==> config.mk <==
export PLATFORM = sky130hd
export DESIGN_NAME = ref_rd_ctrl_flat
export DESIGN_NICKNAME = d
export VERILOG_FILES = /design/src/rtl/ref_mem_pkg.sv /design/src/rtl/ref_rd_ctrl_if.sv /design/src/rtl/ref_tag_pipe.sv /design/src/rtl/ref_rd_ctrl.sv /design/src/flat_wrapper.sv
export SDC_FILE = /design/constraint.sdc
export NUM_CORES = 1
export LEC_CHECK = 0
export CAP_MARGIN = 20
export CORE_MARGIN = 2
export CORE_UTILIZATION = 45
export DETAILED_ROUTE_END_ITERATION = 16
export PLACE_DENSITY_LB_ADDON = 0.15
export SYNTH_ARGS = -nofsm -noshare
export SYNTH_HDL_FRONTEND = slang
export SYNTH_HIERARCHICAL = 1
export SYNTH_SLANG_ARGS = --single-unit
==> constraint.sdc <==
create_clock -name clk -period 2.33 [get_ports clk]
set_input_delay 0.5825 -clock clk [delete_from_list [all_inputs] [get_ports clk]]
set_output_delay 0.5825 -clock clk [all_outputs]
set_load 0.005 [all_outputs]
==> src/rtl/ref_mem_pkg.sv <==
// Shared constants and types for the reference-memory read path.
// Tag layout and address wrap are used by every memory reader.
package ref_mem_pkg;

   localparam int DEPTH  = 96;
   localparam int ADDR_W = 7;
   localparam int ROWS   = 8;
   localparam int ROW_W  = 4;
   localparam int RD_LAT = 2;

   localparam logic [ROW_W-1:0] SEL_8ROW = '0;

   typedef enum logic [1:0] {
      IDLE,
      ISSUE,
      DRAIN,
      DONE
   } state_e;

   typedef struct packed {
      logic              valid;
      logic [ADDR_W-1:0] addr;
      logic [ROW_W-1:0]  row;
   } tag_t;

   function automatic logic [ADDR_W-1:0] addr_inc(
      input logic [ADDR_W-1:0] a
   );
      return (a == ADDR_W'(DEPTH - 1)) ? '0 : a + ADDR_W'(1);
   endfunction

endpackage

==> src/rtl/ref_rd_ctrl_if.sv <==
// Command/status bundle between the read scheduler and its users.
// The slave side is the scheduler; the master side drives requests.
interface ref_rd_ctrl_if;
   import ref_mem_pkg::*;

   logic              start;
   logic              mode;
   logic [ADDR_W-1:0] base_addr;
   logic [ADDR_W-1:0] len;
   logic              stall;
   logic              load_done;

   logic [ADDR_W-1:0] rd_address;
   logic              rd8R_en;
   logic [ROW_W-1:0]  rdR_sel;
   logic              out_valid;
   logic [ADDR_W-1:0] out_addr;
   logic [ROW_W-1:0]  out_row;
   logic              busy;
   logic              done;

   modport master (
      output start, mode, base_addr, len, stall, load_done,
      input  rd_address, rd8R_en, rdR_sel,
      input  out_valid, out_addr, out_row, busy, done
   );

   modport slave (
      input  start, mode, base_addr, len, stall, load_done,
      output rd_address, rd8R_en, rdR_sel,
      output out_valid, out_addr, out_row, busy, done
   );

endinterface

==> src/rtl/ref_tag_pipe.sv <==
// Fixed-latency tag shift register; its tail lines up with the
// memory output so consumers know what each data beat is.
module ref_tag_pipe
   import ref_mem_pkg::*;
#(
   parameter int LAT = RD_LAT
) (
   input  logic clk,
   input  logic rst,
   input  tag_t push_i,
   output tag_t tail_o
);

   tag_t pipe_q [LAT];

   always_ff @(posedge clk or posedge rst) begin
      if (rst) begin
         for (int i = 0; i < LAT; i++) begin
            pipe_q[i] <= '0;
         end
      end else begin
         pipe_q[0] <= push_i;
         for (int i = 1; i < LAT; i++) begin
            pipe_q[i] <= pipe_q[i-1];
         end
      end
   end

   assign tail_o = pipe_q[LAT-1];

endmodule

==> src/rtl/ref_rd_ctrl.sv <==
// Read scheduler for the banked reference memory: burst or per-row
// sweeps, with a tag stream aligned to the memory read latency.
module ref_rd_ctrl
   import ref_mem_pkg::*;
(
   input  logic         clk,
   input  logic         rst,
   ref_rd_ctrl_if.slave bus
);

   localparam int DRN_W = $clog2(RD_LAT + 1);

   state_e            state_q, state_d;
   logic              mode_q, mode_d;
   logic [ADDR_W-1:0] addr_cnt_q, addr_cnt_d;
   logic [ADDR_W-1:0] remain_q, remain_d;
   logic [ROW_W-1:0]  row_cnt_q, row_cnt_d;
   logic [DRN_W-1:0]  drain_q, drain_d;

   logic [ADDR_W-1:0] rd_address_q, rd_address_d;
   logic              rd_en_q, rd_en_d;
   logic [ROW_W-1:0]  rd_sel_q, rd_sel_d;
   logic              busy_q, busy_d;
   logic              done_q, done_d;

   logic              row_wrap;
   logic              last_issue;

   tag_t              push;
   tag_t              tail;

   always_comb begin
      state_d      = state_q;
      mode_d       = mode_q;
      addr_cnt_d   = addr_cnt_q;
      remain_d     = remain_q;
      row_cnt_d    = row_cnt_q;
      drain_d      = drain_q;
      rd_address_d = rd_address_q;
      rd_en_d      = 1'b0;
      rd_sel_d     = SEL_8ROW;
      done_d       = 1'b0;

      // A burst read finishes its word at once; a sweep only after row 8
      row_wrap   = !mode_q || (row_cnt_q == ROW_W'(ROWS));
      last_issue = row_wrap && (remain_q == ADDR_W'(1));

      unique case (state_q)
         IDLE: begin
            if (bus.start && bus.load_done) begin
               state_d    = ISSUE;
               mode_d     = bus.mode;
               addr_cnt_d = bus.base_addr;
               remain_d   = (bus.len == '0) ? ADDR_W'(1) : bus.len;
               row_cnt_d  = ROW_W'(1);
            end
         end
         ISSUE: begin
            if (!bus.stall) begin
               rd_en_d      = 1'b1;
               rd_address_d = addr_cnt_q;
               rd_sel_d     = mode_q ? row_cnt_q : SEL_8ROW;
               if (row_wrap) begin
                  addr_cnt_d = addr_inc(addr_cnt_q);
                  remain_d   = remain_q - ADDR_W'(1);
                  row_cnt_d  = ROW_W'(1);
               end else begin
                  row_cnt_d  = row_cnt_q + ROW_W'(1);
               end
               if (last_issue) begin
                  state_d = DRAIN;
                  drain_d = DRN_W'(RD_LAT - 1);
               end
            end
         end
         DRAIN: begin
            if (drain_q == '0) begin
               state_d = DONE;
               done_d  = 1'b1;
            end else begin
               drain_d = drain_q - DRN_W'(1);
            end
         end
         DONE: begin
            state_d = IDLE;
         end
         default: begin
            state_d = IDLE;
         end
      endcase

      busy_d = (state_d == ISSUE) || (state_d == DRAIN);
   end

   always_ff @(posedge clk or posedge rst) begin
      if (rst) begin
         state_q      <= IDLE;
         mode_q       <= 1'b0;
         addr_cnt_q   <= '0;
         remain_q     <= '0;
         row_cnt_q    <= '0;
         drain_q      <= '0;
         rd_address_q <= '0;
         rd_en_q      <= 1'b0;
         rd_sel_q     <= '0;
         busy_q       <= 1'b0;
         done_q       <= 1'b0;
      end else begin
         state_q      <= state_d;
         mode_q       <= mode_d;
         addr_cnt_q   <= addr_cnt_d;
         remain_q     <= remain_d;
         row_cnt_q    <= row_cnt_d;
         drain_q      <= drain_d;
         rd_address_q <= rd_address_d;
         rd_en_q      <= rd_en_d;
         rd_sel_q     <= rd_sel_d;
         busy_q       <= busy_d;
         done_q       <= done_d;
      end
   end

   // Idle cycles push an all-zero tag so the output side reads clean
   assign push = rd_en_q
               ? tag_t'{valid: 1'b1, addr: rd_address_q, row: rd_sel_q}
               : tag_t'('0);

   ref_tag_pipe #(
      .LAT (RD_LAT)
   ) u_tag_pipe (
      .clk    (clk),
      .rst    (rst),
      .push_i (push),
      .tail_o (tail)
   );

   assign bus.rd_address = rd_address_q;
   assign bus.rd8R_en    = rd_en_q;
   assign bus.rdR_sel    = rd_sel_q;
   assign bus.out_valid  = tail.valid;
   assign bus.out_addr   = tail.addr;
   assign bus.out_row    = tail.row;
   assign bus.busy       = busy_q;
   assign bus.done       = done_q;

endmodule
==> src/flat_wrapper.sv <==
// flat-port wrapper written by rule: the top's interface ports become plain ports
module ref_rd_ctrl_flat import ref_mem_pkg::*;
  (clk, rst, bus_start, bus_mode, bus_base_addr, bus_len, bus_stall, bus_load_done, bus_rd_address, bus_rd8R_en, bus_rdR_sel, bus_out_valid, bus_out_addr, bus_out_row, bus_busy, bus_done);
  ref_rd_ctrl_if bus_i ();
  input  logic clk;
  input  logic rst;
  input wire logic [$bits(bus_i.start)-1:0] bus_start;
  input wire logic [$bits(bus_i.mode)-1:0] bus_mode;
  input wire logic [$bits(bus_i.base_addr)-1:0] bus_base_addr;
  input wire logic [$bits(bus_i.len)-1:0] bus_len;
  input wire logic [$bits(bus_i.stall)-1:0] bus_stall;
  input wire logic [$bits(bus_i.load_done)-1:0] bus_load_done;
  output wire logic [$bits(bus_i.rd_address)-1:0] bus_rd_address;
  output wire logic [$bits(bus_i.rd8R_en)-1:0] bus_rd8R_en;
  output wire logic [$bits(bus_i.rdR_sel)-1:0] bus_rdR_sel;
  output wire logic [$bits(bus_i.out_valid)-1:0] bus_out_valid;
  output wire logic [$bits(bus_i.out_addr)-1:0] bus_out_addr;
  output wire logic [$bits(bus_i.out_row)-1:0] bus_out_row;
  output wire logic [$bits(bus_i.busy)-1:0] bus_busy;
  output wire logic [$bits(bus_i.done)-1:0] bus_done;
  assign bus_i.start = bus_start;
  assign bus_i.mode = bus_mode;
  assign bus_i.base_addr = bus_base_addr;
  assign bus_i.len = bus_len;
  assign bus_i.stall = bus_stall;
  assign bus_i.load_done = bus_load_done;
  assign bus_rd_address = bus_i.rd_address;
  assign bus_rd8R_en = bus_i.rd8R_en;
  assign bus_rdR_sel = bus_i.rdR_sel;
  assign bus_out_valid = bus_i.out_valid;
  assign bus_out_addr = bus_i.out_addr;
  assign bus_out_row = bus_i.out_row;
  assign bus_busy = bus_i.busy;
  assign bus_done = bus_i.done;
  ref_rd_ctrl u_core (.clk(clk), .rst(rst), .bus(bus_i));
endmodule
### After elaboration in Yosys (flattened, before gate mapping)

Cells that the tools add are included.

* bits in latches: 0
* input bits: 20
* register bits after elaboration: 61
* memories kept: 0
* RAM bits: 0
* ROM bits: 0

* magnitude comparators: 0
* muxes and demuxes: 31
* $add $sub $neg: 4
* multiply operators: 0
* shifts and indexed selects: 0
* eq/ne operators: 13
* reduce and logical (&&, ||, !) cells: 15
* divide/modulo/power cells: 0
* bitwise operators: 1

Operators with widths (count)
* 7-bit two-way mux: 8
* 7-bit one-hot mux with 2 select lines: 2
* 4-bit two-way mux: 6
* 2-bit two-way mux: 7
* 12-bit two-way mux: 1
* 2-bit one-hot mux with 4 select lines: 1
* 4-bit one-hot mux with 2 select lines: 1
* 4-bit AND reduction: 2
* 7-bit by 1-bit adder with 7-bit output (second input constant): 1
* 7-bit by 1-bit == test with 1-bit output (second input constant): 1
* 7-bit == test (second input constant): 1
* 7-bit zero test: 1
* 7-bit by 1-bit subtractor with 7-bit output (second input constant): 1
* 2-bit == test (second input constant): 3
* 2-bit by 1-bit != test with 1-bit output (second input constant): 3
* 4-bit by 1-bit adder with 4-bit output (second input constant): 1
* 2-bit by 1-bit == test with 1-bit output (second input constant): 2
* 4-bit == test (second input constant): 1
* 2-bit zero test: 2
* 1-bit two-way mux: 4
* 2-bit != test (second input constant): 2
* 2-bit one-hot mux with 2 select lines: 1
* 2-bit AND reduction: 2
* 2-bit nonzero test: 2
* 6 further kinds: 8

### Longest topological paths before layout

* depth after elaboration: 8
* mapped depth: 7
* gate-level depth less buffers: 6

### Cells and area by module

Netlist, hierarchy kept.

Modules (own cells, without submodules)
* ref_rd_ctrl: times used 1, cells an instance 196, area each 1965.6 um^2, seq. area each 925.9 um^2
* ref_tag_pipe: times used 1, cells an instance 37, area each 694.4 um^2, seq. area each 600.6 um^2

### Worst setup path after synthesis

No wires, ideal clock.

* path kind: register to register
* start point: register u_core.remain_q[1]
* end point: register u_core.drain_q[1]
* path buffers: 0
* arrival: 1.768 ns
* clock period less this slack: 1.888 ns
* setup slack: 0.442 ns
* stages on the path, launching flop included: 7
* required time: 2.210 ns
* path through: dfrtp_1 inv_1 ha_1 or4b_1 a211o_1 or3_4 a31o_1

* word-level cells in the longest chain between the ends: 4

Ends and longest elaborated chain
* start, declared: RTL line ref_rd_ctrl.sv:16 `logic [ADDR_W-1:0] remain_q, remain_d;`
* start signal, assigned: RTL line ref_rd_ctrl.sv:112 `remain_q <= remain_d;`
* 7-bit by 1-bit == test with 1-bit output: RTL line ref_rd_ctrl.sv:46 `last_issue = row_wrap && (remain_q == ADDR_W'(1));`
* 1-bit logical AND: RTL line ref_rd_ctrl.sv:46
* 2-bit by 1-bit != test with 1-bit output (no line)
* 4-bit AND reduction (no line)
* end signal, assigned: RTL line ref_rd_ctrl.sv:114 `drain_q <= drain_d;`
* end, declared: RTL line ref_rd_ctrl.sv:18 `logic [DRN_W-1:0] drain_q, drain_d;`

Every way passes these cells.
A chain may end at the register's enable or synchronous reset.

### Worst setup path in the final report

Ends and elaborated chain as after synthesis.

==> impl_metrics.yaml <==
run_status:
  status: "finished, final reports clean"
power:
  p_seq_share_pct: 41.5
  ir_worst_vdd_uv: 591
  power_density_nw_per_um2: 1190
  switching_share_pct: 31.9
  comb_power_share_pct: 32.4
  p_int_mw: 2.72
  p_leak_nw: 1.50
  power_frac_clock_pct: 26.0
  power_switching_mw: 1.28
  total_power_mw: 4.00
cells_and_area:
  n_antenna_cell: 0
  fin_util_pct: 57.7
  drive_gt1_share_pct: 13.6
  finalNonFillerCells: 355
  multi_input_area_um2: 961
  nFillCells: 501
  layout_common_cells: "dfrtp_1 (61), clkdlybuf4s50_1 (45), o21ai_0 (17)"
  fin_area_um2: 3350
  syn2layout_area_growth_pct: 26.1
  finalNetCount: 301
  final_common_cell: "dfrtp_1"
  seqCellArea_um2: 1530
synthesis:
  syn_area_per_cell_um2: 11.4
  syn-num-nets: 259
  yosysSeqAreaShare_pct: 57.4
  synth_top_cell_by_area: "dfrtp_1"
  yosys-top-cells-area: "dfrtp_1 (57%), buf_4 (3.4%), o21ai_0 (3.2%)"
  synthFlopType: "dfrtp_1"
  synth-edff-count: 0
  async_flop_share_pct: 100
  netlist.area_leader.share_pct: 57.4
  synth.ff_latch_count: 61
  synth_warnings: 6
  syn_area_um2: 2660
  ys_types: 51
  syn_inst: 233
cts:
  cts_buffers: 9
  cts_hold_buf: 0
  post-cts-setup-buffers: 0
  root_buffer: "clkbuf_8"
  clk_pin_slew_ns: 0.07
  cts_buffer_depth: 2
  h-tree-depth: 3
  worstSkewPairLatency_ns: 0.34
  clkSinkCount: 61
  ctsResizeCount: 0
  cts_tree: "built"
grt:
  grt-ovfl-total: 0
  first_global_vias: 1666
  antenna_found_initial: 0
  grt_usage_pct: 15.7
  grt_max_degree: 38
  grt_pass1_wl_um: 7620
min_path:
  whs_path_depth: 0
  hold_path.class: "reg2reg"
  min_from: "u_core/u_tag_pipe/pipe_q[16]$_DFF_PP0_"
  hold_end: "u_core/u_tag_pipe/tail_o[4]$_DFF_PP0_"
sta:
  whs_ns: 0.348
  slew-limit-headroom_pct: 68.8
  fin_crit_sh_pct: 86.6
  setup_ws_ns: 0.313
  setup_viol: 0
  layout_min_cycle_time_ns: 2.02
  tightestPinTransition_ns: 0.468
  skew_ns: 0.00675
  fmax_mhz: 496
  rsz0062_at_grt: "false"
  fin_setup_tns_ns: 0
  finalHoldViolCount: 0
  drv_slew: 0
detailed_routing:
  drt_iter0_drc: 71
  via_per_inst: 5.19
  wl_per_cell_um: 12.9
  ant_nets: 0
  detailroute.via_count: 1843
  drc_errors: 0
  drt_pass1_iterations: 4
  drt_wl_total_um: 4580
worst_setup_path:
  arrival_ns: 2.25
  path_max_fanout: 4
  r2r-start: "u_core/remain_q[1]$_DFFE_PP0P_"
  cp-start-kind: "flop"
  cp-end-kind: "flop"
  critPathKind: "reg2reg"
  worst_ep_required_time_ns: 2.56
  critical_path.startpoint: "u_core/remain_q[1]$_DFFE_PP0P_"
  r2r_cells: 6
  r2r_end: "u_core/drain_q[1]$_DFFE_PP0P_"
  r2r_slack_ns: 0.31
floorplanning:
  fp.dieArea_um2: 6540
  die-height_um: 80.9
  ios: 46
  rows: 28
  start_util_pct: 45.7
  core_area_um2: 5820
  die_w_um: 80.9
place:
  place_area_um2: 3130
  port_buffers: 45
  dp_worst_setup_slack_ns: 0.150
  gp_congestion: 0.785
  dp_cells: 339
  dp_hpwl_um: 3190
flow_run:
  cap_violations: 0
[synthesized netlist by cell type, drive strengths merged, types with 2 or more instances]
| cell | count |
|---|---|
| and3 | 6 |
| a22o | 5 |
| or3 | 2 |
| nand2 | 9 |
| o21bai | 2 |
| ha | 6 |
| mux2 | 7 |
| nand2b | 2 |
| buf | 13 |
| nor4 | 2 |
| a211o | 2 |
| and2 | 11 |
| a21oi | 13 |
| nor3 | 8 |
| nor2 | 12 |
| nand3 | 4 |
| a2bb2oi | 2 |
| clkbuf | 7 |
| or2 | 2 |
| inv | 11 |
| nor3b | 4 |
| o32ai | 2 |
| o21ai | 17 |
| o22ai | 2 |
| dfrtp | 61 |
| nor2b | 2 |
[layer usage]
| layer | global-route usage [%] | routed length [um] | vias to the layer above |
|---|---|---|---|
| met2 | 25.2 | 2250 | 50 |
| met5 | 0 | 0 | - |
| met4 | 7.12 | 63 | 0 |
| met1 | 18.9 | 2010 | 892 |
| li1 | - | - | 896 |
| met3 | 5.56 | 263 | 5 |
[state kept, by name, summed over array words and instances, names as in the netlist]
signal / flops
u_core/drain_q: 2
u_core/u_tag_pipe/tail_o: 12
u_core/bus.rd8R_en: 1
u_core/bus.done: 1
u_core/mode_q: 1
u_core/addr_cnt_q: 7
u_core/remain_q: 7
u_core/bus.rdR_sel: 4
u_core/u_tag_pipe/pipe_q: 12
u_core/bus.busy: 1
u_core/bus.rd_address: 7
u_core/state_q: 2
u_core/row_cnt_q: 4
[worst max-delay path by stage]
stage                     slack [ns]                               end
after global placement          0.18  u_core/addr_cnt_q[3]$_DFFE_PP0P_
after global routing            0.21     u_core/drain_q[1]$_DFFE_PP0P_
after detailed placement        0.15  u_core/addr_cnt_q[3]$_DFFE_PP0P_
final                           0.31     u_core/drain_q[1]$_DFFE_PP0P_
after floorplan                 0.44     u_core/drain_q[1]$_DFFE_PP0P_
after CTS                       0.31     u_core/drain_q[1]$_DFFE_PP0P_
[critical path: stages, from the launching register on]
cell     delay [ns]
dfrtp_1        0.40
inv_1          0.12
ha_1           0.15
or4b_1         0.43
a211o_1        0.25
or3_4          0.34
a31o_1         0.21
[kinds of logic after synthesis]
logic type,synth area share [%]
and+or+nand+nor,16.7
muxes,3.34
AOI/OAI and AO/OA,13.0
adders and majority gates,2.82
xor gates and xnor gates,0.329
buffers and inverters,6.49
DFF,57.4
[final cells by class]
cell class | count | area share, %
clock buffers | 10 | 4.10
clock inverters | 6 | 2.57
inverters | 11 | 1.23
multi-input cells | 141 | 28.6
flip-flops and latches | 61 | 45.5
well taps | 75 | 2.80
repair buffers | 51 | 15.1
[power by group through the flow]
stage | Sequential [mW] | Clock (mW) | Combinational (mW)
global placement | 1.67 | 0 | 1.27
global route | 1.71 | 1.11 | 1.45
finish | 1.66 | 1.04 | 1.30
floorplan | 1.61 | 0 | 0.903
CTS | 1.66 | 1.07 | 1.31
detailed placement | 1.68 | 0 | 1.31
Power figures use the tool's default switching activity.
